## src/rtl/sdtxseq_pkg.sv

```systemverilog
// Shared encodings for the SDIO write-data sequencer: FSM states, CRC status
// tokens and completion error codes.
package sdtxseq_pkg;

    typedef enum logic [2:0] {
        ST_IDLE      = 3'd0,
        ST_STREAM    = 3'd1,
        ST_WAIT_CRC  = 3'd2,
        ST_WAIT_BUSY = 3'd3,
        ST_DONE      = 3'd4
    } state_t;

    localparam logic [2:0] TOK_ACCEPT = 3'b010;
    localparam logic [2:0] TOK_CRCERR = 3'b101;

    localparam logic [1:0] ERR_ABORT   = 2'b00;
    localparam logic [1:0] ERR_CRC     = 2'b01;
    localparam logic [1:0] ERR_WRITE   = 2'b10;
    localparam logic [1:0] ERR_TIMEOUT = 2'b11;

endpackage

```

## src/rtl/sdtxseq_fifo.sv

```systemverilog
// Two-entry skid FIFO between the block-buffer read port and the framer stream.
// Flush empties it in one edge and wins over a same-cycle push.
module sdtxseq_fifo #(
    parameter int W = 33
) (
    input  logic         i_clk,
    input  logic         i_reset,
    input  logic         i_flush,
    input  logic         i_wr,
    input  logic [W-1:0] i_wdata,
    output logic         o_valid,
    input  logic         i_ready,
    output logic [W-1:0] o_rdata,
    output logic [1:0]   o_count
);

    logic [W-1:0] mem0_q, mem0_d, mem1_q, mem1_d;
    logic         wr_ptr_q, wr_ptr_d, rd_ptr_q, rd_ptr_d;
    logic [1:0]   count_q, count_d;
    logic         push, pop;

    always_comb begin
        pop      = (count_q != 2'd0) && i_ready;
        push     = i_wr && ((count_q != 2'd2) || pop);
        mem0_d   = mem0_q;
        mem1_d   = mem1_q;
        wr_ptr_d = wr_ptr_q;
        rd_ptr_d = rd_ptr_q;
        count_d  = count_q;
        if (i_flush) begin
            wr_ptr_d = 1'b0;
            rd_ptr_d = 1'b0;
            count_d  = 2'd0;
        end else begin
            if (push) begin
                if (wr_ptr_q) mem1_d = i_wdata;
                else          mem0_d = i_wdata;
                wr_ptr_d = ~wr_ptr_q;
            end
            if (pop) rd_ptr_d = ~rd_ptr_q;
            count_d = count_q + 2'(push) - 2'(pop);
        end
    end

    always_ff @(posedge i_clk) begin
        if (i_reset) begin
            mem0_q   <= '0;
            mem1_q   <= '0;
            wr_ptr_q <= 1'b0;
            rd_ptr_q <= 1'b0;
            count_q  <= 2'd0;
        end else begin
            mem0_q   <= mem0_d;
            mem1_q   <= mem1_d;
            wr_ptr_q <= wr_ptr_d;
            rd_ptr_q <= rd_ptr_d;
            count_q  <= count_d;
        end
    end

    assign o_valid = (count_q != 2'd0);
    assign o_rdata = rd_ptr_q ? mem1_q : mem0_q;
    assign o_count = count_q;

endmodule

```

## src/rtl/sdtxseq.sv

```systemverilog
// SDIO write-data sequencer: streams each block from the word buffer into the
// TX framer, then waits for the card's CRC token and DAT0 busy release.
module sdtxseq
    import sdtxseq_pkg::*;
#(
    parameter int ADDRW     = 8,
    parameter int LGTIMEOUT = 24
) (
    input  logic                 i_clk,
    input  logic                 i_reset,
    input  logic                 i_start,
    input  logic                 i_abort,
    input  logic [15:0]          i_nblocks,
    input  logic [3:0]           i_lgblk,
    input  logic [LGTIMEOUT-1:0] i_cfg_timeout,
    output logic                 o_mem_rd,
    output logic [ADDRW-1:0]     o_mem_addr,
    input  logic [31:0]          i_mem_data,
    output logic                 o_tx_en,
    output logic                 M_VALID,
    input  logic                 M_READY,
    output logic [31:0]          M_DATA,
    output logic                 M_LAST,
    input  logic                 i_tx_busy,
    input  logic                 i_crc_valid,
    input  logic [2:0]           i_crc_status,
    input  logic                 i_card_busy,
    output logic                 o_busy,
    output logic                 o_done,
    output logic                 o_err,
    output logic [1:0]           o_errcode,
    output logic [15:0]          o_blocks_done,
    output logic [2:0]           o_dbg_state
);

    // Stream handshake: a word transfers on every edge where M_VALID && M_READY;
    // while M_VALID && !M_READY the FIFO head, hence M_DATA/M_LAST, cannot move.

    state_t               state_q, state_d;
    logic [ADDRW-1:0]     addr_q, addr_d;
    logic [ADDRW:0]       reads_left_q, reads_left_d;
    logic                 rd_pend_q, rd_pend_d;
    logic                 rd_last_q, rd_last_d;
    logic [15:0]          nblocks_q, nblocks_d;
    logic [3:0]           lgblk_q, lgblk_d;
    logic [LGTIMEOUT-1:0] cfg_timeout_q, cfg_timeout_d;
    logic [LGTIMEOUT-1:0] timer_q, timer_d;
    logic [15:0]          blocks_done_q, blocks_done_d;
    logic                 err_q, err_d;
    logic [1:0]           errcode_q, errcode_d;

    logic        fifo_valid;
    logic [32:0] fifo_rdata;
    logic [1:0]  fifo_count;
    logic        pop, abort, mem_rd, timer_expired;
    logic [2:0]  occupancy;

    function automatic logic [ADDRW:0] words_per_block(input logic [3:0] lgblk);
        return (ADDRW+1)'(1) << (lgblk - 4'd2);
    endfunction

    sdtxseq_fifo #(.W(33)) u_fifo (
        .i_clk   (i_clk),
        .i_reset (i_reset),
        .i_flush (abort),
        .i_wr    (rd_pend_q),
        .i_wdata ({rd_last_q, i_mem_data}),
        .o_valid (fifo_valid),
        .i_ready (M_READY),
        .o_rdata (fifo_rdata),
        .o_count (fifo_count)
    );

    always_comb begin
        pop           = fifo_valid && M_READY;
        abort         = i_abort && (state_q inside {ST_STREAM, ST_WAIT_CRC, ST_WAIT_BUSY});
        // A timer loaded with N allows N wait cycles; 0 and 1 both expire now.
        timer_expired = (timer_q <= LGTIMEOUT'(1));
        // Occupancy after this cycle's pop, so one word per cycle is sustained.
        occupancy     = 3'(fifo_count) - 3'(pop) + 3'(rd_pend_q);
        mem_rd        = (state_q == ST_STREAM) && !abort
                        && (reads_left_q != '0) && (occupancy < 3'd2);
    end

    always_comb begin
        state_d       = state_q;
        addr_d        = addr_q;
        reads_left_d  = reads_left_q;
        rd_pend_d     = mem_rd;
        rd_last_d     = mem_rd && (reads_left_q == (ADDRW+1)'(1));
        nblocks_d     = nblocks_q;
        lgblk_d       = lgblk_q;
        cfg_timeout_d = cfg_timeout_q;
        timer_d       = timer_q;
        blocks_done_d = blocks_done_q;
        err_d         = err_q;
        errcode_d     = errcode_q;
        o_done        = 1'b0;

        if (mem_rd) begin
            addr_d       = addr_q + ADDRW'(1);
            reads_left_d = reads_left_q - (ADDRW+1)'(1);
        end

        case (state_q)
            ST_IDLE: begin
                if (i_start) begin
                    nblocks_d     = i_nblocks;
                    lgblk_d       = i_lgblk;
                    cfg_timeout_d = i_cfg_timeout;
                    addr_d        = '0;
                    blocks_done_d = '0;
                    err_d         = 1'b0;
                    errcode_d     = ERR_ABORT;
                    reads_left_d  = words_per_block(i_lgblk);
                    state_d       = (i_nblocks == 16'd0) ? ST_DONE : ST_STREAM;
                end
            end
            ST_STREAM: begin
                if (pop && fifo_rdata[32]) begin
                    state_d = ST_WAIT_CRC;
                    timer_d = cfg_timeout_q;
                end
            end
            ST_WAIT_CRC: begin
                if (i_crc_valid) begin
                    if (i_crc_status == TOK_ACCEPT) begin
                        state_d = ST_WAIT_BUSY;
                        timer_d = cfg_timeout_q;
                    end else begin
                        state_d   = ST_DONE;
                        err_d     = 1'b1;
                        errcode_d = (i_crc_status == TOK_CRCERR) ? ERR_CRC : ERR_WRITE;
                    end
                end else if (timer_expired) begin
                    state_d   = ST_DONE;
                    err_d     = 1'b1;
                    errcode_d = ERR_TIMEOUT;
                end else begin
                    timer_d = timer_q - LGTIMEOUT'(1);
                end
            end
            ST_WAIT_BUSY: begin
                if (!i_tx_busy && !i_card_busy) begin
                    blocks_done_d = blocks_done_q + 16'd1;
                    reads_left_d  = words_per_block(lgblk_q);
                    state_d       = (blocks_done_d == nblocks_q) ? ST_DONE : ST_STREAM;
                end else if (timer_expired) begin
                    state_d   = ST_DONE;
                    err_d     = 1'b1;
                    errcode_d = ERR_TIMEOUT;
                end else begin
                    timer_d = timer_q - LGTIMEOUT'(1);
                end
            end
            ST_DONE: begin
                o_done  = 1'b1;
                state_d = ST_IDLE;
            end
            default: state_d = ST_IDLE;
        endcase

        if (abort) begin
            state_d   = ST_DONE;
            err_d     = 1'b1;
            errcode_d = ERR_ABORT;
            rd_pend_d = 1'b0;
        end
    end

    always_ff @(posedge i_clk) begin
        if (i_reset) begin
            state_q       <= ST_IDLE;
            addr_q        <= '0;
            reads_left_q  <= '0;
            rd_pend_q     <= 1'b0;
            rd_last_q     <= 1'b0;
            nblocks_q     <= '0;
            lgblk_q       <= '0;
            cfg_timeout_q <= '0;
            timer_q       <= '0;
            blocks_done_q <= '0;
            err_q         <= 1'b0;
            errcode_q     <= ERR_ABORT;
        end else begin
            state_q       <= state_d;
            addr_q        <= addr_d;
            reads_left_q  <= reads_left_d;
            rd_pend_q     <= rd_pend_d;
            rd_last_q     <= rd_last_d;
            nblocks_q     <= nblocks_d;
            lgblk_q       <= lgblk_d;
            cfg_timeout_q <= cfg_timeout_d;
            timer_q       <= timer_d;
            blocks_done_q <= blocks_done_d;
            err_q         <= err_d;
            errcode_q     <= errcode_d;
        end
    end

    assign o_mem_rd      = mem_rd;
    assign o_mem_addr    = addr_q;
    assign o_tx_en       = (state_q == ST_STREAM);
    assign M_VALID       = fifo_valid;
    assign M_DATA        = fifo_rdata[31:0];
    assign M_LAST        = fifo_valid && fifo_rdata[32];
    assign o_busy        = (state_q != ST_IDLE);
    assign o_err         = err_q;
    assign o_errcode     = errcode_q;
    assign o_blocks_done = blocks_done_q;
    assign o_dbg_state   = state_q;

endmodule
```

## config.mk

```make
export PLATFORM = sky130hd
export DESIGN_NAME = sdtxseq
export DESIGN_NICKNAME = d
export VERILOG_FILES = /design/src/rtl/sdtxseq_pkg.sv /design/src/rtl/sdtxseq_fifo.sv /design/src/rtl/sdtxseq.sv
export SDC_FILE = /design/constraint.sdc
export NUM_CORES = 1
export LEC_CHECK = 0
export CORE_MARGIN = 1.5
export CORE_UTILIZATION = 57
export CTS_CLUSTER_SIZE = 14
export DETAILED_ROUTE_END_ITERATION = 16
export GPL_ROUTABILITY_DRIVEN = 0
export PLACE_DENSITY = 0.85
export SLEW_MARGIN = 5
export SYNTH_ARGS = -nofsm -noshare
export SYNTH_HDL_FRONTEND = slang
export SYNTH_SLANG_ARGS = --single-unit
```

## constraint.sdc

```tcl
create_clock -name i_clk -period 8.1 [get_ports i_clk]
set_clock_uncertainty 0.2 [all_clocks]
set_input_delay 1.62 -clock i_clk [delete_from_list [all_inputs] [get_ports i_clk]]
set_output_delay 1.62 -clock i_clk [all_outputs]
set_load 0.1 [all_outputs]
```

==> After elaboration in Yosys (flattened, before gate mapping) <==
Index checks and enable logic that the tools add are counted.
{ "totals": {"register_bits": 179, "in_bits": 87, "word_cells": 129} }
{ "classes": {"n_addsub": 10, "n_lt_le_gt_ge": 2, "eq_ne": 19, "shift": 2, "n_mux": 42, "bitwise_logic": 3, "reduce_logical": 33} }
{ "ops": {"columns": ["cell", "count"], "rows": [
  ["two-way mux 24 bit", 5],
  ["case mux 24 bit (3 select lines)", 1],
  ["two-way mux 33 bit", 1],
  ["two-way mux 16 bit", 2],
  ["case mux 16 bit (2 select lines)", 1],
  ["two-way mux 3 bit", 9],
  ["two-way mux 9 bit", 3],
  ["<= comparator 24 x 1 -> 1 bit, second input constant", 1],
  ["two-way mux 8 bit", 3],
  ["subtractor 24 x 1 -> 24 bit, second input constant", 1],
  ["case mux 9 bit (2 select lines)", 1],
  ["left shift 1 x 4 -> 9 bit, first input constant", 2],
  ["adder 16 x 1 -> 16 bit, second input constant", 1],
  ["== test 16 bit", 1],
  ["zero test 16 bit", 1],
  ["two-way mux 2 bit", 6],
  ["case mux 3 bit (4 select lines)", 1],
  ["AND reduction 4 bit", 3],
  ["logical AND 1 bit", 10],
  ["== test 3 x 2 -> 1 bit, second input constant", 3],
  ["== test 9 x 1 -> 1 bit, second input constant", 1],
  ["inequality test 3 bit, second input constant", 3],
  ["AND reduction 3 bit", 3],
  ["nonzero test 3 bit", 3],
  ["27 further kinds", 45]
]} }

==> Longest topological paths before layout <==
Gate-level depths: netlist of the first run.
{ "logic_depth": {"ltp_word": 10, "ltp_mapped": 14, "ltp_nobuf": 13} }

==> By module <==
A second synthesis of the first run with hierarchy kept.
{ "unflattened": {"hier_cells": 1116, "area_unflattened_um2": 9322.7} }
{ "modules_own_cells": {"columns": ["module", "n_inst", "cells_each", "area_each_um2"], "rows": [
  ["sdtxseq", 1, 803, 5964.5],
  ["sdtxseq_fifo", 1, 313, 3358.2]
]} }

==> Worst setup path after synthesis of the first run <==
OpenSTA, ideal clock, no wires.
{ "synth_path": {"path_kind": "register -> output", "from": "reg state_q[0] (netlist: o_dbg_state[0])", "to": "out o_mem_rd", "arrival_time_ns": 5.355, "required_ns": 6.280, "path_slack_ns": 0.925, "stages_incl_launch_ff": 6, "path_cell_list": "dfxtp_1 clkbuf_1 nor3b_1 nand4b_1 a31oi_1 clkbuf_1"} }
{ "synth_between": {"elab_chain_len": 7, "word_cells_on_any_way": 9} }
{ "synth_lines": {"columns": ["element", "line_no", "text"], "rows": [
  ["start, declared", "sdtxseq.sv:39", "state_t state_q, state_d;"],
  ["start signal, assigned", "sdtxseq.sv:186", "state_q <= state_d;"],
  ["== test 3 x 1 -> 1 bit (*)", null, null],
  ["via o_tx_en", "sdtxseq.sv:19", "output logic o_tx_en,"],
  ["nonzero test 3 bit (no line)", null, null],
  ["logical AND 1 bit", "sdtxseq.sv:76", "abort = i_abort && (state_q inside {ST_STREAM, ST_WAIT_CRC, ST_WAIT_BUSY});"],
  ["zero test 1 bit", "sdtxseq.sv:81", "mem_rd = (state_q == ST_STREAM) && !abort"],
  ["logical AND 1 bit (*)", "sdtxseq.sv:81", null],
  ["logical AND 1 bit (*) (2 in series)", "sdtxseq.sv:82", "&& (reads_left_q != '0) && (occupancy < 3'd2);"],
  ["end, declared", "sdtxseq.sv:16", "output logic o_mem_rd,"]
]} }
The timed path passes the listed nets; every way through them passes the cells marked *.

==> Worst setup path after layout of the first run <==
{ "layout_path": {"from": "in M_READY", "to": "out o_mem_rd"} }
{ "layout_between": {"elab_chain_len": 5} }
{ "layout_lines": {"columns": ["element", "line_no", "text"], "rows": [
  ["start, declared", "sdtxseq.sv:21", "input logic M_READY,"],
  ["logical AND 1 bit", "sdtxseq.sv:75", "pop = fifo_valid && M_READY;"],
  ["via pop", "sdtxseq.sv:55", "logic pop, abort, mem_rd, timer_expired;"],
  ["subtractor 2 x 1 -> 3 bit", "sdtxseq.sv:80", "occupancy = 3'(fifo_count) - 3'(pop) + 3'(rd_pend_q);"],
  ["adder 3 x 1 -> 3 bit", "sdtxseq.sv:80", null],
  ["less-than comparator 3 x 2 -> 1 bit", "sdtxseq.sv:82", null],
  ["logical AND 1 bit", "sdtxseq.sv:82", null]
]} }
The timed path passes the listed nets, and every way through them passes these cells.

==> flow_summary.yaml, run 1 <==
detailed_routing:
  post_drt_wl_per_cell_um: 15.7
  drt-met1-wl_um: 10000
  met2_wirelength_um: 11000
  wirelength_um: 22900
  ant_nets: 0
  first_pass_iters: 6
  vias: 8607
  routed_via_density: 5.90
  wl_met3_um: 1260
  dr.first_iter.drc_count: 819
  highest_layer: "met4"
  drc: 0
setup_path:
  reg2regPathDepth: 13
  cp.required_ns: 6.28
  path_max_fanout: 17
  end_kind: "output port"
  reg2reg_from: "u_fifo.o_count[1]"
  crit_type: "in -> out"
  cp.arrival_ns: 4.15
  ff2ff_setup_slack_ns: 4.75
  start_kind: "input pin"
  r2r-end: "reads_left_q[8]"
floorplan:
  core_area_sq_um: 15100
  num_io_pins: 155
  rows: 45
  die_width_um: 127
  start_util_pct: 58.0
  die_h_um: 127
  die_area_sq_um: 16100
logic_synthesis:
  yosys.area_share.simple_pct: 25.9
  ys.flop_type: "dfxtp_1"
  synth_edf_count: 0
  yosysSeqAreaShare_pct: 40.9
  syn-cell-area_sq_um: 8760
  syn_inst: 1150
  synth_top_family_by_area: "simple AND/OR/NAND/NOR gates"
  synth_mux_area_share_pct: 4.69
  synthArstFlopShare_pct: 0
  synth.avg_cell_area_sq_um: 7.62
  ys_ff_latch: 179
  yosys.cell_types.count: 63
  synth_xor_area_share_pct: 4.30
  ys.warnings.count: 0
  synth_nets: 1249
  synth_fa_ha_area_share_pct: 1.80
  synth_compound_area_share_pct: 18.0
clocking:
  cts-buffers-inserted: 17
  cts-root-buf: "clkbuf_16"
  cts_tree: "built"
  clk_pin_slew_ns: 0.06
  clock_sinks: 179
  clk_latency_ns: 0.43
  cts_resized: 0
  clockBufferDepth: 2
  cts.htree.levels: 4
  hold_buffers: 0
  cts_setup_buffers: 0
worst_hold_path:
  hold_path_startpoint: "u_fifo.mem0_q[13]"
  worstHoldPathCells: 2
  min_to: "u_fifo.mem0_q[13]"
  hp-class: "reg -> reg"
place:
  portBuffers: 154
  place_ws_ns: 2.16
  hpwl_um: 15000
  placed_area_sq_um: 10400
pwr:
  pwr-share-clk_pct: 34.8
  p_leak_nw: 3.80
  power_frac_seq_pct: 41.3
  power.switching_w: 0.000763
  internal_power_w: 0.00161
  share_comb_of_total_power_pct: 23.8
  ir_worst_vdd_v: 0.000186
  netSwitchingFraction_pct: 32.2
  p_per_area_nw_per_um2: 216
timing:
  rsz0062_at_grt: "false"
  worstMarginPinSlew_ns: 1.07
  fin_hold_ws_ns: 0.251
  fin_setup_tns_ns: 0
  slew_headroom_pct: 28.8
  hold_viol: 0
  finalWorstSetupSlack_ns: 2.13
  post-route-period-util_pct: 73.7
  period_needed_ns: 5.97
  final_max_slew_viol_count: 0
  setup_violations: 0
  max_freq_ghz: 0.168
flow_run:
  cap_violations: 0
cells_and_area:
  syn_to_final_growth_pct: 25.0
  drive_gt1_share_pct: 7.23
  antenna_cells: 0
  fin_area_sq_um: 10900
  nFillCells: 1160
  layout.nets: 1358
global_route:
  grt_pass1_wl_um: 37500
  track_usage_pct: 28.4
  grt-ovfl-total: 0
  antenna_found_initial: 0
  grt_pass1_vias: 7830
  grt_max_degree: 90
outcome:
  status: "finished clean"
flip-flops by register name (all words and copies together) (netlist names), 2 cells and up:
register	cells
cfg_timeout_q	24
o_errcode	2
u_fifo.mem0_q	33
o_mem_addr	8
timer_q	24
o_blocks_done	16
o_dbg_state	3
lgblk_q	4
u_fifo.mem1_q	33
nblocks_q	16
reads_left_q	9
u_fifo.o_count	2
worst max-delay path by stage:
stage | slack, ns | cells past startpoint | end | startpoint
final | 2.13 | 12 | o_mem_rd | M_READY
after global routing | 1.87 | 12 | o_mem_rd | M_READY
after CTS | 2.14 | 12 | o_mem_rd | M_READY
after detailed placement | 2.16 | 12 | o_mem_rd | M_READY
after global placement | 2.20 | 12 | o_mem_rd | M_READY
after floorplan | 0.93 | 5 | o_mem_rd | o_dbg_state[0]
synthesized netlist by cell type (8+ instances only):
cell type	n	area (sq um)
a22oi_1	8	60.1
mux2_2	32	360
clkbuf_1	72	270
nand3_1	29	145
o21ai_0	31	155
dfxtp_1	179	3580
ha_1	11	138
xnor2_1	26	228
o31ai_1	9	67.6
nor3_1	34	170
a31oi_1	9	56.3
a21oi_1	146	731
nand4_1	15	93.8
nor2_1	79	297
nand2_1	286	1070
nor4_1	15	93.8
inv_1	23	86.3
or3_1	10	62.6
xor2_1	17	149
nand2b_1	10	62.6
layout make-up:
| cell class | instances | area, sq um | share of cell area, % |
|---|---|---|---|
| Sequential cell | 179 | 3580 | 32.7 |
| Clock buffer | 24 | 492 | 4.49 |
| Clock inverter | 8 | 97.6 | 0.892 |
| Timing Repair Buffer | 167 | 1630 | 14.9 |
| Tap cell | 188 | 235 | 2.15 |
| Multi-Input combinational cell | 871 | 4820 | 44.0 |
| Inverter | 23 | 86.3 | 0.789 |
power groups by stage:
stage	sequential [W]	clock, W	combinational, W
6_report	0.000979	0.000825	0.000565
5_1_grt	0.000987	0.000870	0.000606
4_1_cts	0.000978	0.000834	0.000563
3_5_place_dp	0.000996	0	0.000558
3_3_place_gp	0.000995	0	0.000550
2_1_floorplan	0.00103	0	0.000365
worst max-delay path, stage by stage:
cell	delay (ns)
clkdlybuf4s50_1	0.47
o21ai_0	0.18
inv_1	0.10
ha_1	0.22
inv_1	0.08
nand2_1	0.08
fa_1	0.38
xnor2_1	0.15
nand4b_1	0.12
a31oi_1	0.18
buf_4	0.24
buf_4	0.32
kinds of logic after synthesis:
kind of cell             count (synthesis)
AND/OR/NAND/NOR                        516
multiplexers                            37
XOR/XNOR                                43
flip-flops                             179
adder cells (fa/ha/maj)                 12
AO/OA/AOI/OAI                          263
buffers and inverters                  100
metal layers:
layer	GRT usage, %	up-vias
met5	0	-
met4	10.0	0
met1	37.2	4047
met3	4.77	45
li1	-	4211
met2	47.4	304
layout by cell type, fill, tap and decap left out, types with 4 or more instances in the layout:
| cell | n |
|---|---|
| nor4_1 | 15 |
| nor2b_1 | 6 |
| nor3_2 | 4 |
| a311oi_1 | 6 |
| mux2_2 | 32 |
| xor2_1 | 17 |
| nor2_1 | 79 |
| o31ai_1 | 9 |
| nand2b_1 | 10 |
| clkdlybuf4s50_1 | 152 |
| a222oi_1 | 5 |
| nand3_1 | 29 |
| a31oi_1 | 9 |
| ha_1 | 11 |
| nand4_1 | 15 |
| a22oi_1 | 8 |
| nor3b_1 | 6 |
| and3_1 | 4 |
| or3_1 | 10 |
| buf_4 | 15 |
| a211oi_1 | 6 |
| clkbuf_16 | 17 |
| a21oi_1 | 146 |
| nor3_1 | 30 |
| clkbuf_8 | 4 |
| o21ai_0 | 31 |
| clkinv_2 | 4 |
| or2_2 | 6 |
| and2_1 | 5 |
| dfxtp_1 | 179 |
| xnor2_1 | 26 |
| inv_1 | 23 |
| o22ai_1 | 4 |
| mux2i_1 | 5 |
| nand2_1 | 286 |
metrics by stage:
| step | power (W) | utilization, % | cells |
|---|---|---|---|
| after floorplan | 0.00139 | - | 1150 |
| final | 0.00237 | 72.5 | 1460 |
| after CTS | 0.00237 | 72.5 | 1460 |
| after global placement | 0.00154 | 68.6 | 1428 |
| after global routing | 0.00246 | 72.5 | 1460 |
| after detailed placement | 0.00155 | 68.6 | 1428 |
No activity file was read; power rests on OpenSTA's default activity.
==> run 2, diff against run 1 <==
Settings changed: CORE_UTILIZATION 57 to 48, PLACE_DENSITY 0.85 to 0.77.
Clock period 8.1 ns to 4.9 ns, I/O delays scaled along.
==> flow_summary.yaml, run 2 (synthesized netlist as in run 1, its figures left out) <==
outcome:
  status: "finished clean"
floorplan:
  die_area_sq_um: 19100
  rows: 49
  core_area_sq_um: 17900
  start_util_pct: 48.9
  num_io_pins: 155
  die_h_um: 138
  die_width_um: 138
global_route:
  grt_max_degree: 51
  track_usage_pct: 24.0
  grt_pass1_vias: 7803
  grt-ovfl-total: 0
  grt_pass1_wl_um: 38400
  antenna_found_initial: 0
timing:
  rsz0062_at_grt: "false"
  slew_headroom_pct: 31.4
  setup_violations: 0
  final_max_slew_viol_count: 0
  max_freq_ghz: 0.217
  post-route-period-util_pct: 94.1
  period_needed_ns: 4.61
  finalWorstSetupSlack_ns: 0.287
  hold_viol: 0
  fin_setup_tns_ns: 0
  worstMarginPinSlew_ns: 1.03
detailed_routing:
  vias: 8542
  post_drt_wl_per_cell_um: 15.3
  wirelength_um: 23100
  drc: 0
  first_pass_iters: 6
  routed_via_density: 5.68
  ant_nets: 0
  dr.first_iter.drc_count: 548
setup_path:
  start_kind: "input pin"
  cp.arrival_ns: 3.43
  cp.required_ns: 3.72
  path_max_fanout: 4
  end_kind: "output port"
  crit_type: "in -> out"
clocking:
  cts_setup_buffers: 0
  clock_sinks: 179
  clk_pin_slew_ns: 0.07
  cts-buffers-inserted: 17
  cts-root-buf: "clkbuf_16"
  hold_buffers: 0
  clk_latency_ns: 0.43
  cts.htree.levels: 4
  cts_tree: "built"
  cts_resized: 0
  clockBufferDepth: 2
flow_run:
  cap_violations: 0
cells_and_area:
  final_cell_mix: "nand2_1 (286), dfxtp_1 (179), a21oi_1 (146), clkdlybuf4s50_1 (119), nor2_1 (79)"
  final_common_cell: "nand2_1"
  drive_gt1_share_pct: 10.2
  antenna_cells: 0
  layout.nets: 1361
  syn_to_final_growth_pct: 25.5
  reg.largest.list: "u_fifo.mem0_q: 33 flops, u_fifo.mem1_q: 33 flops"
  fin_area_sq_um: 11000
place:
  portBuffers: 154
  place_ws_ns: 0.366
  placed_area_sq_um: 10400
  hpwl_um: 15600
pwr:
  ir_worst_vdd_v: 0.000273
  p_per_area_nw_per_um2: 363
  p_leak_nw: 3.89
worst_hold_path:
  hp-class: "reg -> reg"
==> run 2: changes by cell type in the layout (fill, tap and decap cells not counted), sizes merged <==
cell	before	now
buf	15	51
clkdlybuf4s50	152	119
inv	24	29
clkbuf	24	20
clkinv	5	1
clkinvlp	0	2
bufinv	2	3
==> run 2: power breakdown <==
group	switching (W)	internal [W]
clock network	0.000599	0.000828
registers	0.0000845	0.00154
logic	0.000617	0.000317
total	0.00130	0.00269
==> run 2: worst paths after layout <==
path / cells past startpoint / slack [ns] / to / start
setup reg to reg: 14 / 1.21 / reads_left_q[6] / u_fifo.o_count[1]
hold reg to reg: 2 / 0.25 / u_fifo.mem1_q[4] / u_fifo.mem1_q[4]
hold / removal: 2 / 0.25 / u_fifo.mem1_q[4] / u_fifo.mem1_q[4]
setup / recovery: 11 / 0.29 / o_mem_rd / M_READY
==> run 2: layer usage <==
metal / vias up / part of all wire [%] / track usage, %
met1: 4096 / 46 / 32.3
met4: 0 / 0.64 / 5.65
met5: - / 0 / 0
met3: 13 / 4.8 / 4.36
li1: 4215 / - / -
met2: 218 / 49 / 40.2
==> run 2: cell type report <==
class	count	area, sq um
fillers	1607	6910
multi-input cells	871	4840
flip-flops and latches	179	3580
repair buffers	170	1590
clock buffers	20	447
well taps	229	287
clock inverters	12	166
inverters	23	86.3
==> run 2: through the flow <==
| stage | hold WS (ns) | power (W) | utilization [%] | instances |
|---|---|---|---|---|
| detailed placement | 0.246 | 0.00259 | 58.0 | 1472 |
| global route | 0.270 | 0.00416 | 61.4 | 1504 |
| floorplan | 0.217 | 0.00231 | - | 1150 |
| finish | 0.253 | 0.00399 | 61.4 | 1504 |
| CTS | 0.256 | 0.00401 | 61.4 | 1504 |
| global placement | 0.237 | 0.00258 | 58.0 | 1472 |
==> run 2: critical path, stage by stage <==
cell	delay, ns
clkdlybuf4s50_1	0.42
o21ai_0	0.20
inv_1	0.10
ha_1	0.29
inv_1	0.09
nand2_1	0.08
fa_1	0.38
xnor2_1	0.15
nand4b_1	0.12
a31oi_1	0.40
buf_12	0.24
